$ cat src/rtl/vec_pkg.sv
// Shared constants for the vector reduction datapath: default widths,
// comparison_unit fn codes and the argbest FSM state encoding.
package vec_pkg;

  localparam int unsigned DEF_FUNCTION_BITS = 4;
  localparam int unsigned DEF_BIT_WIDTH     = 32;
  localparam int unsigned DEF_IDX_WIDTH     = 16;

  localparam logic [DEF_FUNCTION_BITS-1:0] CMP_EQ  = 4'b0000;
  localparam logic [DEF_FUNCTION_BITS-1:0] CMP_NEQ = 4'b0001;
  localparam logic [DEF_FUNCTION_BITS-1:0] CMP_GT  = 4'b0010;
  localparam logic [DEF_FUNCTION_BITS-1:0] CMP_GTE = 4'b0011;
  localparam logic [DEF_FUNCTION_BITS-1:0] CMP_LT  = 4'b0100;
  localparam logic [DEF_FUNCTION_BITS-1:0] CMP_LTE = 4'b0101;

  typedef enum logic [1:0] {
    IDLE  = 2'd0,
    FIRST = 2'd1,
    ACCUM = 2'd2,
    DONE  = 2'd3
  } state_t;

endpackage

$ cat src/rtl/comparison_unit.sv
// Combinational unsigned comparator; data_out[0] is the result of
// data_in0 <op> data_in1 for the selected fn code, 0 for undefined codes.
module comparison_unit
  import vec_pkg::*;
#(
  parameter int unsigned FUNCTION_BITS = DEF_FUNCTION_BITS,
  parameter int unsigned BIT_WIDTH     = DEF_BIT_WIDTH
) (
  input  logic [FUNCTION_BITS-1:0] fn,
  input  logic [BIT_WIDTH-1:0]     data_in0,
  input  logic [BIT_WIDTH-1:0]     data_in1,
  output logic [0:0]               data_out
);

  always_comb begin
    data_out = 1'b0;
    case (fn)
      FUNCTION_BITS'(CMP_EQ):  data_out = data_in0 == data_in1;
      FUNCTION_BITS'(CMP_NEQ): data_out = data_in0 != data_in1;
      FUNCTION_BITS'(CMP_GT):  data_out = data_in0 >  data_in1;
      FUNCTION_BITS'(CMP_GTE): data_out = data_in0 >= data_in1;
      FUNCTION_BITS'(CMP_LT):  data_out = data_in0 <  data_in1;
      FUNCTION_BITS'(CMP_LTE): data_out = data_in0 <= data_in1;
      default:                 data_out = 1'b0;
    endcase
  end

endmodule

$ cat src/rtl/vec_argbest_reduce.sv
// Streaming arg-max/arg-min over an N-element vector; one element per cycle,
// one result beat per vector, replacement decided by comparison_unit.
module vec_argbest_reduce
  import vec_pkg::*;
#(
  parameter int unsigned FUNCTION_BITS = DEF_FUNCTION_BITS,
  parameter int unsigned BIT_WIDTH     = DEF_BIT_WIDTH,
  parameter int unsigned IDX_WIDTH     = DEF_IDX_WIDTH
) (
  input  logic                     clk,
  input  logic                     reset,
  input  logic                     start,
  input  logic [FUNCTION_BITS-1:0] fn,
  input  logic [IDX_WIDTH-1:0]     len,
  input  logic                     in_valid,
  output logic                     in_ready,
  input  logic [BIT_WIDTH-1:0]     in_data,
  output logic                     out_valid,
  input  logic                     out_ready,
  output logic [BIT_WIDTH-1:0]     out_value,
  output logic [IDX_WIDTH-1:0]     out_index,
  output logic                     busy
);

  state_t                   state, state_d;
  logic [FUNCTION_BITS-1:0] fn_q, fn_d;
  logic [IDX_WIDTH-1:0]     len_q, len_d;
  logic [IDX_WIDTH-1:0]     count, count_d;
  logic [IDX_WIDTH-1:0]     best_idx, best_idx_d;
  logic [BIT_WIDTH-1:0]     best, best_d;
  logic [BIT_WIDTH-1:0]     out_value_d;
  logic [IDX_WIDTH-1:0]     out_index_d;
  logic                     out_valid_d, in_ready_d, busy_d;
  logic [0:0]               cmp_hit;
  logic                     accept_c, supported_c, replace_c;

  comparison_unit #(
    .FUNCTION_BITS (FUNCTION_BITS),
    .BIT_WIDTH     (BIT_WIDTH)
  ) u_cmp (
    .fn       (fn_q),
    .data_in0 (in_data),
    .data_in1 (best),
    .data_out (cmp_hit)
  );

  assign accept_c = in_valid & in_ready;

  // eq/neq and undefined codes never replace, so element 0 wins.
  always_comb begin
    supported_c = 1'b0;
    case (fn_q)
      FUNCTION_BITS'(CMP_GT), FUNCTION_BITS'(CMP_GTE),
      FUNCTION_BITS'(CMP_LT), FUNCTION_BITS'(CMP_LTE): supported_c = 1'b1;
      default:                                         supported_c = 1'b0;
    endcase
    replace_c = supported_c & cmp_hit[0];
  end

  always_comb begin
    state_d     = state;
    fn_d        = fn_q;
    len_d       = len_q;
    count_d     = count;
    best_d      = best;
    best_idx_d  = best_idx;
    out_value_d = out_value;
    out_index_d = out_index;
    case (state)
      IDLE: begin
        if (start) begin
          fn_d    = fn;
          len_d   = len;
          count_d = '0;
          if (len != '0) begin
            state_d = FIRST;
          end else begin
            state_d     = DONE;
            out_value_d = '0;
            out_index_d = '0;
          end
        end
      end
      FIRST: begin
        if (accept_c) begin
          best_d     = in_data;
          best_idx_d = '0;
          count_d    = IDX_WIDTH'(1);
          if (len_q == IDX_WIDTH'(1)) begin
            state_d     = DONE;
            out_value_d = in_data;
            out_index_d = '0;
          end else begin
            state_d = ACCUM;
          end
        end
      end
      ACCUM: begin
        if (accept_c) begin
          if (replace_c) begin
            best_d     = in_data;
            best_idx_d = count;
          end
          count_d = count + IDX_WIDTH'(1);
          // Result registers capture the post-update best on the last beat.
          if (count == len_q - IDX_WIDTH'(1)) begin
            state_d     = DONE;
            out_value_d = best_d;
            out_index_d = best_idx_d;
          end
        end
      end
      DONE: begin
        if (out_ready) state_d = IDLE;
      end
      default: state_d = IDLE;
    endcase
    out_valid_d = (state_d == DONE);
    in_ready_d  = (state_d == FIRST) || (state_d == ACCUM);
    busy_d      = (state_d != IDLE);
  end

  always_ff @(posedge clk) begin
    if (reset) begin
      state     <= IDLE;
      fn_q      <= '0;
      len_q     <= '0;
      count     <= '0;
      best      <= '0;
      best_idx  <= '0;
      out_value <= '0;
      out_index <= '0;
      out_valid <= 1'b0;
      in_ready  <= 1'b0;
      busy      <= 1'b0;
    end else begin
      state     <= state_d;
      fn_q      <= fn_d;
      len_q     <= len_d;
      count     <= count_d;
      best      <= best_d;
      best_idx  <= best_idx_d;
      out_value <= out_value_d;
      out_index <= out_index_d;
      out_valid <= out_valid_d;
      in_ready  <= in_ready_d;
      busy      <= busy_d;
    end
  end

endmodule

$ cat config.mk
export PLATFORM = sky130hd
export DESIGN_NAME = vec_argbest_reduce
export DESIGN_NICKNAME = d
export VERILOG_FILES = /design/src/rtl/vec_pkg.sv /design/src/rtl/comparison_unit.sv /design/src/rtl/vec_argbest_reduce.sv
export SDC_FILE = /design/constraint.sdc
export NUM_CORES = 1
export LEC_CHECK = 0
export CORE_MARGIN = 4
export CORE_UTILIZATION = 55
export DETAILED_ROUTE_END_ITERATION = 6
export PLACE_DENSITY = 0.79
export SLEW_MARGIN = 0
export SYNTH_ARGS = -nofsm -noshare
export SYNTH_HDL_FRONTEND = slang
export SYNTH_HIERARCHICAL = 1
export SYNTH_SLANG_ARGS = --single-unit
$ cat constraint.sdc
create_clock -name clk -period 4.21 [get_ports clk]
set_clock_uncertainty 0.05 [all_clocks]
set_input_delay 0.6315 -clock clk [delete_from_list [all_inputs] [get_ports clk]]
set_output_delay 0.6315 -clock clk [all_outputs]
set_load 0.02 [all_outputs]
==> metrics.md <==
| Metric | Value |
|---|---|
| Status | `finished, final reports clean` |
| Post-synth top cells | `nand2_1 (167), dfxtp_1 (137), a21oi_1 (110)` |
| Sequential cell area fraction in the yosys report | `35.6%` |
| Final Instance Area | `9460 um^2` |
| Initial Util | `57.2%` |
| Max stage delay cell, worst path | `clkdlybuf4s50_1` |
| Kind of end point of the critical path | `flip-flop` |
| Mapped Cells | `935` |
| Crit Path Max Fanout | `23` |
| Max-Cap Viols | `0` |
| Filler cells | `1097` |
| Cell Pwr Density | `496 nW/um^2` |
| Pre-CTS setup slack | `132 ps` |
| Vias in the first global route | `6578` |
| Max-slew violations | `0` |
| Setup_tns | `0 ps` |
| Unrepaired setup endpoints after global routing | `false` |
| First-pass GRT wire length | `32.4 mm` |
| Post-DP Area | `8890 um^2` |
| HP Class | `flip-flop to flip-flop` |
| Clock sink count | `137` |
| Syn_area_per_cell | `8.23 um^2` |
| Layout cell share with drive strength beyond 1 | `10.1%` |
| CTS tree | `done` |
| Startpoint types | `input port` |
| Pin count of the biggest net entering global routing | `78` |
| WP data arrival | `4090 ps` |
| Slew HR | `43.2%` |
| Max Clk Rate | `0.258 GHz` |
| Leak Pwr | `3.20 nW` |
| Syn Nets | `1035` |
| Vias | `6980` |
| Nets@finish | `1111` |
| IO Count | `108` |
| Period utilisation layout | `92.0%` |
| Post-synthesis async set-or-reset flop share | `0%` |
| DP HPWL | `13.2 mm` |
| Vias/cell | `5.82` |
| Overflow after GRT | `0` |
| Post-synth EDFFs | `0` |
| Hold_buf cts | `0` |
| Peak VDD IR | `0.000400 V` |
| Worst-skew pair later-pin latency | `420 ps` |
| Max clock buf depth | `2` |
| Die Span X | `126 um` |
| Synth top area share | `35.6%` |
| Netlist cell types | `60` |
| Setup bufs post-CTS | `0` |
| Cell mode on critical path | `nand2_1` |
| Most used DFF post-synth | `dfxtp_1` |
| Root Driver | `clkbuf_16` |
| Yosys synthesis warning count | `6` |
| Cell taking the most area after synthesis | `dfxtp_1` |
| Crit path largest cell delay | `520 ps` |
| Top post-synthesis cells by area | `dfxtp_1 (36%), nand2_1 (8.1%), o2bb2ai_2 (8.0%)` |
| Post-route ant nets | `0` |
| Endpoints failing setup | `0` |
| IO Port Bufs | `107` |
| PnR worst setup slack | `335 ps` |
| Final Hold Fails | `0` |
| Die Span Y | `126 um` |
| Cell Area, Synth | `7700 um^2` |
| Tightest Pin Transition | `851 ps` |
| Initial DRC count | `528` |
| H-tree Lvls | `4` |
| Hold slack final | `415 ps` |
| Initial antenna violation count | `0` |
| Final Power | `4.69 mW` |
| CP cell instances | `clkdlybuf4s50_1 > ha_1 > nand4_1 > nor4_2 > nand3_1 > nor3_1 > a311oi_1 > a31oi_1 > nor3b_2 > nand2_1 > nand2_1 > nand2_1 > buf_4 > a22oi_1 > nor2_1` |
| Core box area | `13500 um^2` |
| Synthesized flop and latch total | `137` |
| 1st-pass router iterations | `5` |
| Drt drc | `0` |
| Worst Path Class, Setup | `input port to flip-flop` |
| Area grow syn2layout | `22.9%` |
| CTS clk-pin slew, worst paths | `50 ps` |
| Placer Congestion | `0.876` |
| Diodes inserted | `0` |
| Routed WL | `19.3 mm` |
| Die ar. | `16000 um^2` |
| Final Critical Period | `3870 ps` |
| Most numerous cell in the Yosys netlist | `nand2_1` |
| Num CTS Buffers | `17` |
| Req. time, crit path | `4430 ps` |
| Site Rows | `42` |
| GRT Total Usage | `24.3%` |
| CTS-repair resized insts | `0` |
| Routed WL per cell | `16.1 um` |
-- critical path, delay by kind of cell --
family,cells,cell delay (ps)
AOI/OAI and AO/OA,3,440
adders and majority gates,1,360
buffers and inverters,2,750
and+or+nand+nor,9,1910
-- where the power goes --
group | switching, mW | internal [mW] | total [mW]
Sequential | 0.115 | 1.40 | 1.52
Combinational | 1.09 | 0.625 | 1.71
Clock | 0.547 | 0.911 | 1.46
Total | 1.75 | 2.94 | 4.69
-- cell type report --
| cell class | count | area (um^2) | area share [%] |
|---|---|---|---|
| inverters | 48 | 180 | 1.90 |
| clock buffers | 23 | 478 | 5.05 |
| clock inverters | 8 | 95.1 | 1.00 |
| multi-input cells | 682 | 4500 | 47.5 |
| well taps | 176 | 220 | 2.33 |
| flip-flops and latches | 137 | 2740 | 29.0 |
| repair buffers | 125 | 1250 | 13.2 |
-- cells by family after synthesis --
family / count (synthesis) / share of synthesized area (%)
compound gates: 263 / 25.2
flops: 137 / 35.6
fa+ha+maj: 43 / 6.99
xor+xnor: 33 / 3.75
simple gates: 324 / 19.6
mux: 19 / 2.49
buf+inv: 116 / 6.40
-- stage by stage --
| step | instances | utilization (%) |
|---|---|---|
| 2_1_floorplan | 935 | - |
| 3_3_place_gp | 1168 | 66.1 |
| 3_5_place_dp | 1168 | 66.1 |
| 4_1_cts | 1199 | 70.3 |
| 5_1_grt | 1199 | 70.3 |
| 6_report | 1199 | 70.3 |
-- flip-flops by register name, indices dropped and copies added (netlist names) --
name / flops
out_valid: 1
best_idx: 16
out_value: 32
len_q: 16
busy: 1
best: 32
fn_q: 4
count: 16
out_index: 16
state: 2
in_ready: 1
-- worst paths after layout --
check,slack [ps],end,from,cells after the start
max,340,best_idx[12]$_SDFFE_PP0P_,in_data[29],15
min reg2reg,410,out_index[1]$_SDFFE_PP0P_,out_index[1]$_SDFFE_PP0P_,1
max reg2reg,710,best_idx[12]$_SDFFE_PP0P_,best[30]$_SDFFE_PP0P_,15
min,410,out_index[1]$_SDFFE_PP0P_,out_index[1]$_SDFFE_PP0P_,1
-- layout by cell type, fill, tap and decap left out, drive strengths merged, types with 3 or more instances in the layout --
| cell | Yosys | layout |
|---|---|---|
| o211ai | 7 | 7 |
| a211oi | 4 | 4 |
| and2 | 5 | 5 |
| o2bb2ai | 50 | 50 |
| mux2i | 18 | 18 |
| dfxtp | 137 | 137 |
| a21o | 5 | 5 |
| a22oi | 16 | 16 |
| nand2 | 167 | 167 |
| a31o | 3 | 3 |
| a31oi | 5 | 5 |
| buf | 14 | 19 |
| or2 | 3 | 3 |
| nor3 | 10 | 10 |
| a21oi | 110 | 110 |
| ha | 43 | 43 |
| nor2 | 39 | 39 |
| and4 | 3 | 3 |
| clkdlybuf4s50 | 0 | 106 |
| nor2b | 6 | 6 |
| or3 | 5 | 5 |
| inv | 48 | 48 |
| clkbuf | 54 | 23 |
| nand4b | 3 | 3 |
| or4 | 3 | 3 |
| o21ai | 43 | 43 |
| nand4 | 13 | 13 |
| nand3 | 40 | 40 |
| and3 | 5 | 5 |
| o22ai | 3 | 3 |
| nor4 | 12 | 12 |
| nand2b | 5 | 5 |
| xnor2 | 18 | 18 |
| xor2 | 15 | 15 |
| clkinv | 0 | 4 |
-- layer usage --
layer  vias to the layer above  global-route usage [%]  share of wire (%)
li1                       3458                       -                  -
met1                      3298                    31.1                 44
met2                       185                    41.0                 49
met3                        39                    5.21                4.1
met4                         0                    8.14                2.0
met5                         -                       0                  0
No activity file was read; power rests on OpenSTA's default activity.
